==> config.mk <==
export PLATFORM = sky130hd
export DESIGN_NAME = lfsr_keyed_flat
export DESIGN_NICKNAME = d
export VERILOG_FILES = /design/src/rtl/lfsr_keyed_if.sv /design/src/rtl/lfsr_keyed.sv /design/src/flat_wrapper.sv
export SDC_FILE = /design/constraint.sdc
export NUM_CORES = 1
export LEC_CHECK = 0
export ABC_CLOCK_PERIOD_IN_PS = 1280
export BUFFER_PORTS_ARGS = -buffer_cell sky130_fd_sc_hd__buf_2
export CAP_MARGIN = 15
export CORE_ASPECT_RATIO = 2
export CORE_MARGIN = 5
export CORE_UTILIZATION = 40
export DETAILED_ROUTE_END_ITERATION = 16
export PLACE_DENSITY_LB_ADDON = 0.15
export SLEW_MARGIN = 10
export SYNTH_ARGS = -nofsm -noshare
export SYNTH_HDL_FRONTEND = slang
export SYNTH_SLANG_ARGS = --single-unit
==> constraint.sdc <==
create_clock -name clk -period 1.28 [get_ports clk]
set_input_delay 0.256 -clock clk [delete_from_list [all_inputs] [get_ports clk]]
set_output_delay 0.256 -clock clk [all_outputs]
set_load 0.02 [all_outputs]
==> src/rtl/lfsr_keyed_if.sv <==
// lfsr_keyed_if: groups the keying/stepping controls and the register view
// of one lfsr_keyed instance. WIDTH must match the attached lfsr_keyed.
// Optional signal zero_flag exists only when LFSR_ZERO_DETECT_EN is defined.
interface lfsr_keyed_if #(
    parameter int WIDTH = 22
);
    logic               load_start;
    logic               din_valid;
    logic               din;
    logic               din_ready;
    logic               par_load;
    logic [0:WIDTH-1]   par_data;
    logic               step;
    logic [0:WIDTH-1]   state;
    logic               out_bit;
    logic               busy;
    logic               load_done;
    logic [7:0]         bit_cnt;
`ifdef LFSR_ZERO_DETECT_EN
    logic               zero_flag;
`endif

    // Controller side: drives requests, observes the register.
    modport master (
        output load_start, din_valid, din, par_load, par_data, step,
`ifdef LFSR_ZERO_DETECT_EN
        input  zero_flag,
`endif
        input  din_ready, state, out_bit, busy, load_done, bit_cnt
    );

    // Register side.
    modport slave (
        input  load_start, din_valid, din, par_load, par_data, step,
`ifdef LFSR_ZERO_DETECT_EN
        output zero_flag,
`endif
        output din_ready, state, out_bit, busy, load_done, bit_cnt
    );
endinterface

==> src/rtl/lfsr_keyed.sv <==
// lfsr_keyed: parametrised Fibonacci LFSR with a serial keying sequencer
// (clear, then XOR-inject LOAD_LEN bits), parallel preload and gated stepping.
// State is indexed [0:WIDTH-1]; bit 0 receives the new bit, bit WIDTH-1 is
// the output bit. Optional macro LFSR_ZERO_DETECT_EN adds a registered
// all-zero indicator (zero_flag) that is only asserted while idle.
module lfsr_keyed #(
    parameter int               WIDTH         = 22,
    parameter logic [0:WIDTH-1] TAPS          = 22'h000003,
    parameter int               LOAD_LEN      = 86,
    parameter bit               CLEAR_ON_LOAD = 1'b1
) (
    input  logic        clk,
    input  logic        reset,
    lfsr_keyed_if.slave bus
);
    localparam logic [7:0] LAST_CNT = 8'(LOAD_LEN - 1);

    typedef enum logic {IDLE, LOAD} fsm_t;

    fsm_t               fsm_reg, fsm_next;
    logic [0:WIDTH-1]   state_reg, state_next;
    logic [7:0]         bit_cnt_reg, bit_cnt_next;
    logic               load_done_reg, load_done_next;

    logic [0:WIDTH-1]   tap_hits;
    logic               fb;
    logic [0:WIDTH-1]   step_val;
    logic [0:WIDTH-1]   load_val;

    // Per-bit tap products; feedback is their parity.
    generate
        for (genvar gi = 0; gi < WIDTH; gi++) begin : g_tap
            assign tap_hits[gi] = state_reg[gi] & TAPS[gi];
        end
    endgenerate

    assign fb       = ^tap_hits;
    assign step_val = {fb, state_reg[0:WIDTH-2]};
    assign load_val = {fb ^ bus.din, state_reg[0:WIDTH-2]};

    // Next-state logic: IDLE gives par_load > load_start > step priority;
    // LOAD only reacts to accepted serial bits.
    always_comb begin
        fsm_next       = fsm_reg;
        state_next     = state_reg;
        bit_cnt_next   = bit_cnt_reg;
        load_done_next = 1'b0;
        unique case (fsm_reg)
            IDLE: begin
                if (bus.par_load) begin
                    state_next = bus.par_data;
                end else if (bus.load_start) begin
                    fsm_next     = LOAD;
                    bit_cnt_next = '0;
                    if (CLEAR_ON_LOAD) begin
                        state_next = '0;
                    end
                end else if (bus.step) begin
                    state_next = step_val;
                end
            end
            LOAD: begin
                if (bus.din_valid) begin
                    state_next   = load_val;
                    bit_cnt_next = bit_cnt_reg + 8'd1;
                    if (bit_cnt_reg == LAST_CNT) begin
                        fsm_next       = IDLE;
                        load_done_next = 1'b1;
                    end
                end
            end
            default: begin
                fsm_next = IDLE;
            end
        endcase
    end

    // State register; reset aborts any sequence in progress.
    always_ff @(posedge clk) begin
        if (reset) begin
            fsm_reg       <= IDLE;
            state_reg     <= '0;
            bit_cnt_reg   <= '0;
            load_done_reg <= 1'b0;
        end else begin
            fsm_reg       <= fsm_next;
            state_reg     <= state_next;
            bit_cnt_reg   <= bit_cnt_next;
            load_done_reg <= load_done_next;
        end
    end

`ifdef LFSR_ZERO_DETECT_EN
    logic zero_flag_reg, zero_flag_next;

    assign zero_flag_next = (fsm_next == IDLE) && (state_next == '0);

    // Zero indicator tracks the register after each edge, suppressed in LOAD.
    always_ff @(posedge clk) begin
        if (reset) begin
            zero_flag_reg <= 1'b0;
        end else begin
            zero_flag_reg <= zero_flag_next;
        end
    end

    assign bus.zero_flag = zero_flag_reg;
`endif

    assign bus.state     = state_reg;
    assign bus.out_bit   = state_reg[WIDTH-1];
    assign bus.busy      = (fsm_reg == LOAD);
    assign bus.din_ready = (fsm_reg == LOAD);
    assign bus.load_done = load_done_reg;
    assign bus.bit_cnt   = bit_cnt_reg;
endmodule

==> src/flat_wrapper.sv <==
// flat-port wrapper written by rule: the top's interface ports become plain ports
module lfsr_keyed_flat 
#(
    parameter int               WIDTH         = 22,
    parameter logic [0:WIDTH-1] TAPS          = 22'h000003,
    parameter int               LOAD_LEN      = 86,
    parameter bit               CLEAR_ON_LOAD = 1'b1
)
  (clk, reset, bus_load_start, bus_din_valid, bus_din, bus_par_load, bus_par_data, bus_step, bus_din_ready, bus_state, bus_out_bit, bus_busy, bus_load_done, bus_bit_cnt);
  lfsr_keyed_if #(.WIDTH(WIDTH)) bus_i ();
  input  logic clk;
  input  logic reset;
  input wire logic [$bits(bus_i.load_start)-1:0] bus_load_start;
  input wire logic [$bits(bus_i.din_valid)-1:0] bus_din_valid;
  input wire logic [$bits(bus_i.din)-1:0] bus_din;
  input wire logic [$bits(bus_i.par_load)-1:0] bus_par_load;
  input wire logic [$bits(bus_i.par_data)-1:0] bus_par_data;
  input wire logic [$bits(bus_i.step)-1:0] bus_step;
  output wire logic [$bits(bus_i.din_ready)-1:0] bus_din_ready;
  output wire logic [$bits(bus_i.state)-1:0] bus_state;
  output wire logic [$bits(bus_i.out_bit)-1:0] bus_out_bit;
  output wire logic [$bits(bus_i.busy)-1:0] bus_busy;
  output wire logic [$bits(bus_i.load_done)-1:0] bus_load_done;
  output wire logic [$bits(bus_i.bit_cnt)-1:0] bus_bit_cnt;
  assign bus_i.load_start = bus_load_start;
  assign bus_i.din_valid = bus_din_valid;
  assign bus_i.din = bus_din;
  assign bus_i.par_load = bus_par_load;
  assign bus_i.par_data = bus_par_data;
  assign bus_i.step = bus_step;
  assign bus_din_ready = bus_i.din_ready;
  assign bus_state = bus_i.state;
  assign bus_out_bit = bus_i.out_bit;
  assign bus_busy = bus_i.busy;
  assign bus_load_done = bus_i.load_done;
  assign bus_bit_cnt = bus_i.bit_cnt;
  lfsr_keyed #(.WIDTH(WIDTH), .TAPS(TAPS), .LOAD_LEN(LOAD_LEN), .CLEAR_ON_LOAD(CLEAR_ON_LOAD)) u_core (.clk(clk), .reset(reset), .bus(bus_i));
endmodule
Word level (Yosys, flattened, before mapping) --
Index checks and enable logic that the tools add are counted.
Storage, ports and cells: register bits after elaboration 32, bits in latches 0, memory bits (writable) 0, memory bits (read-only) 0, input bits 29, output and inout port bits 34, logic and storage cells 32, memories 0
Cells by class: add/sub/neg operators 1, multipliers 0, div/mod/pow operators 0, order comparisons 0, eq/ne operators 5, shift-type cells 0, multiplexer cells 15, bitwise gates (word level) 3, reductions and logical operators 4
Operator list (count):
- $mux W22 | 4
- $pmux W22 S2 | 1
- $mux W8 | 3
- $reduce_xor A22 Y1 | 1
- $pmux W8 S2 | 1
- $add A8 B1 Y8 const B | 1
- $eq A8 B7 Y1 const B | 1
- $ne A2 B2 Y1 const B | 3
- $mux W1 | 5
- $ne A4 B4 Y1 const B | 1
- $reduce_and A3 Y1 | 1
- $reduce_or A3 Y1 | 1
- $not A1 Y1 | 2
- $pmux W1 S2 | 1
- $reduce_and A2 Y1 | 1
- $xor A1 B1 Y1 | 1

Longest topological paths before layout --
word-level depth 5, depth in mapped cells 6, gate-level depth less buffers 5

Least setup slack after synthesis --
OpenSTA, ideal clock, no wires.
path kind register to register, start point register u_core.fsm_reg (netlist: u_core.bus.busy), end point register u_core.fsm_reg (netlist: u_core.bus.busy), setup time 0.122 ns, arrival time 1.339 ns, data required time 1.158 ns, slack -0.181 ns, cell stages (with the launch flop) 6, buffers on the path 2, period minus slack after synthesis 1.461 ns, cell sequence dfxtp_1 -> buf_4 -> and2_1 -> buf_4 -> nand4_1 -> o311a_1
On the way: cells in the longest elaborated chain, start to end 2
Ends and longest elaborated chain:
- start, declared | line lfsr_keyed.sv:20 | fsm_t fsm_reg, fsm_next;
- start signal, assigned | line lfsr_keyed.sv:86 | fsm_reg <= fsm_next;
- $not A1 Y1 (no line)
- $pmux W1 S2 * | line lfsr_keyed.sv:48 | unique case (fsm_reg)
Every way passes the cells marked *; elsewhere a longest branch is shown, timed or not. A chain may end at the register's enable or synchronous reset.

Final worst setup path --
start point register u_core.fsm_reg (netlist: u_core.bus.busy), end point register u_core.bit_cnt_reg[2] (netlist: u_core.bus.bit_cnt[2])
On the way: cells in the longest elaborated chain, start to end 3, elaborated cells between the ends (all ways) 6, classes of those cells eq/ne (3); mux (1); bitwise (1); reduce/logical (1)
Ends and longest elaborated chain:
- $not A1 Y1 (no line)
- $ne A2 B2 Y1 (no line)
- $reduce_and A3 Y1 (no line)
- end signal, assigned | line lfsr_keyed.sv:88 | bit_cnt_reg <= bit_cnt_next;
- end, declared | line lfsr_keyed.sv:22 | logic [7:0] bit_cnt_reg, bit_cnt_next;
Parallel ways exist; a longest one is shown, timed or not.

==> flow_summary_export.csv <==
group,metric,value,unit
drt,drt_pass1_iterations,4,
worst_setup_path,rr_worst_depth,7,
cts,cts_inserted_buffers,5,
cts,cts_tree,"done",
flow_run,timing.max_cap.violations,0,
yosys,yosysMostFrequentCell,"dfxtp_1",
yosys,synth_area,1460,sq um
worst_setup_path,rrSetupSlack,-30,ps
hold_path,hp-class,"input port to flop",
drt,drt_iter0_markers,30,
yosys,synth_top_area_share,43.87,%
worst_setup_path,r2r-start,"u_core.bus.busy",
worst_setup_path,r2r_end,"u_core.bus.bit_cnt[2]",
hold_path,min_path_cells,3,
worst_setup_path,cp_slowest_stage_delay,350,ps
cts,cts_root_buf,"clkbuf_8",
finish,n_fill_cell,350,
yosys,synth_top_cell_by_area,"dfxtp_1",
finish,syn_to_final_growth,42.59,%
yosys,synthFlopType,"dfxtp_1",
worst_setup_path,cp_data_arrival_time,1480,ps
finish,antennaDiodeCount,0,
timing,maxSlewHeadroom,70.95,%
cts,clk_pin_slew,60,ps
pwr,p_sw,0.7469,mW
drt,routed_via_density,5.381,
pwr,ir_worst_vdd,0.001070,V
yosys,ys_seq_area_share,43.87,%
outcome,status,"complete, but fails checks",
pwr,p_comb_share,23.6,%
timing,slew_violations,0,
pwr,intPower,1.754,mW
die,die_w,52.72,um
finish,drive_gt1_share,43.33,%
worst_setup_path,cp-start-kind,"flop",
worst_setup_path,cp-startpoint,"u_core.bus.busy",
worst_setup_path,critPathSlowestCell,"dfxtp_4",
cts,htree_levels,2,
pwr,p_leak,0.9274,nW
cts,clock-sinks,32,
grt,grt_max_degree,22,
yosys,yosys-top-cells-area,"dfxtp_1 (44%), o22ai_1 (9.0%), a21oi_1 (8.2%), nor3_1 (7.2%), xor2_1 (3.6%)",
outcome,violations,"negative setup slack",
timing,tightest_slew,432.5,ps
drt,final_antenna_net_count,0,
placed_design,post_dp_cell_area,1839,sq um
timing,rsz0062_at_grt,"true",
die,coreArea,3568,sq um
timing,fin_skew,3.583,ps
cts,clock_latency,280,ps
worst_setup_path,timing.critical_path.mode_cell,"buf_6",
cts,cts_max_path_buffers,2,
die,io_pins,63,
yosys,yosysUniqueCellTypes,33,
grt,grt_pass1_wl,7210,um
yosys,syn-num-nets,200,
worst_setup_path,cp_cell_sequence,"buf_6 > nor3b_4 > buf_6 > buf_6 > o21ai_2 > xor2_1 > nor2_1",
finish,final_area,2082,sq um
grt,grt_usage,19.07,%
timing,final.min_clock_period,1305,ps
timing,period_share,102.0,%
yosys,ys_ff_latch,32,
die,start_util,40.92,%
die,die_h,95.45,um
pwr,seq_power_share,45.0,%
worst_setup_path,cp.required,1450,ps
grt,grt_pass1_vias,1535,
yosys,synth_top_cells_by_count,"dfxtp_1 (32), a21oi_1 (24), nor3_1 (21), o22ai_1 (21), nor2_1 (12)",
die,dieArea,5032,sq um
grt,grt-ovfl-total,0,
finish,largest_register_ffs,22,
placed_design,pre_cts_ws,-301.8,ps
finish,final_nets,270,
pwr,p_sw_share,29.86,%
drt,wl,4463,um
pwr,clkPwrFrac,31.4,%
worst_setup_path,critical_path_class,"flop to flop",
worst_setup_path,cp-endpoint,"u_core.bus.bit_cnt[2]",
drt,drc,0,
timing,worst_slack,-25.48,ps
worst_setup_path,critical_path.max_fanout,7,
yosys,synthCells,169,
grt,antenna_found_initial,0,
placed_design,port_buffers,62,
timing,finalSetupViolCount,21,
yosys,synth-edff-count,0,
timing,hold_viol_final,0,
worst_setup_path,end_kind,"flop",
placed_design,place_congestion,0.8135,
finish,multi_input_area,795.8,sq um
placed_design,hpwl,3037,um
drt,vias,1555,
pwr,p_per_area,1201,nW/um^2
yosys,synth_area_per_cell,8.640,sq um
yosys,ys_warn_count,0,
drt,routedWlPerCell,15.44,um
finish,seqCellArea,646.9,sq um
die,rows,31,
timing,clock.fmax,766.0,MHz
yosys,async_flop_share,0,%
==> layout make-up <==
class | count | area share [%]
clock buffer | 8 | 4.327
inverter | 5 | 0.9014
multi-input combinational | 116 | 38.22
sequential | 32 | 31.07
tap | 49 | 2.945
timing repair buffer | 79 | 22.54
==> placed cells by master, fill, tap and decap left out, drive strengths merged, types with 2 or more instances in the layout <==
master   instances
buf             79
nand2            2
dfxtp           32
a21oi           26
nor2            12
nor3            21
and3             2
nor4             2
ha               2
clkbuf           8
xor2             6
xnor2            2
inv              5
o21ai            5
o22ai           21
o2111ai          4
==> power by group through the flow <==
stage / combinational (mW) / clock [mW] / sequential, mW
floorplan: 0.280 / 0 / 1.22
detailed placement: 0.531 / 0 / 1.14
global placement: 0.523 / 0 / 1.14
CTS: 0.575 / 0.810 / 1.12
finish: 0.589 / 0.786 / 1.13
global route: 0.638 / 0.854 / 1.14
==> cells by family (layout without fill, tap and decap cells) <==
family	count (synthesis)	count (layout)	synth area share [%]
DFF	32	32	43.87
AOI/OAI and AO/OA	59	60	24.25
adders and majority gates	2	2	1.714
xor gates and xnor gates	8	8	4.799
buffers and inverters	22	92	8.397
and+or+nand+nor	46	46	16.97
==> per-stage QoR <==
stage               cells  power (mW)  util, %  setup TNS [ps]  hold WS [ps]
floorplan             169       1.497        -               0         460.4
global placement      274       1.665    51.54           -4943         470.0
finish                289       2.501    58.35          -231.7         292.3
CTS                   288       2.507    56.77          -325.9         280.9
detailed placement    274       1.676    51.54           -6370         481.1
global route          289       2.626    58.35           -1943         295.7
==> repair_timing <==
| item | 4_1_cts | 5_1_grt |
|---|---|---|
| buffers inserted | 5 | 1 |
| hold buffers | 0 | 0 |
| endpoints found under the setup margin | 31 | 32 |
| cloned | 1 | 0 |
| pin swaps | 5 | 8 |
| resized for setup | 11 | 9 |
==> worst max-delay path, delay by kind of cell (launching register included) <==
kind	cells	cell delay, ps
buffers and inverters	3	410
DFF	1	350
and+or+nand+nor	2	260
xor gates and xnor gates	1	130
AOI/OAI and AO/OA	1	50
==> worst min path at each step <==
stage / startpoint / endpoint
2_1_floorplan: bus_par_data[20] / u_core.bus.state[1]
3_3_place_gp: u_core.bus.state[0] / u_core.bus.state[0]
3_5_place_dp: u_core.bus.state[0] / u_core.bus.state[0]
4_1_cts: bus_par_data[20] / u_core.bus.state[1]
5_1_grt: bus_par_data[7] / u_core.bus.state[14]
6_report: bus_par_data[6] / u_core.bus.state[15]
==> layer usage <==
layer / wire [um] / track usage (%)
met5: 0 / 0
met4: 112 / 9.168
met3: 278 / 5.008
met2: 2519 / 34.65
met1: 1552 / 19.28
(Power assumes the default switching activity.)
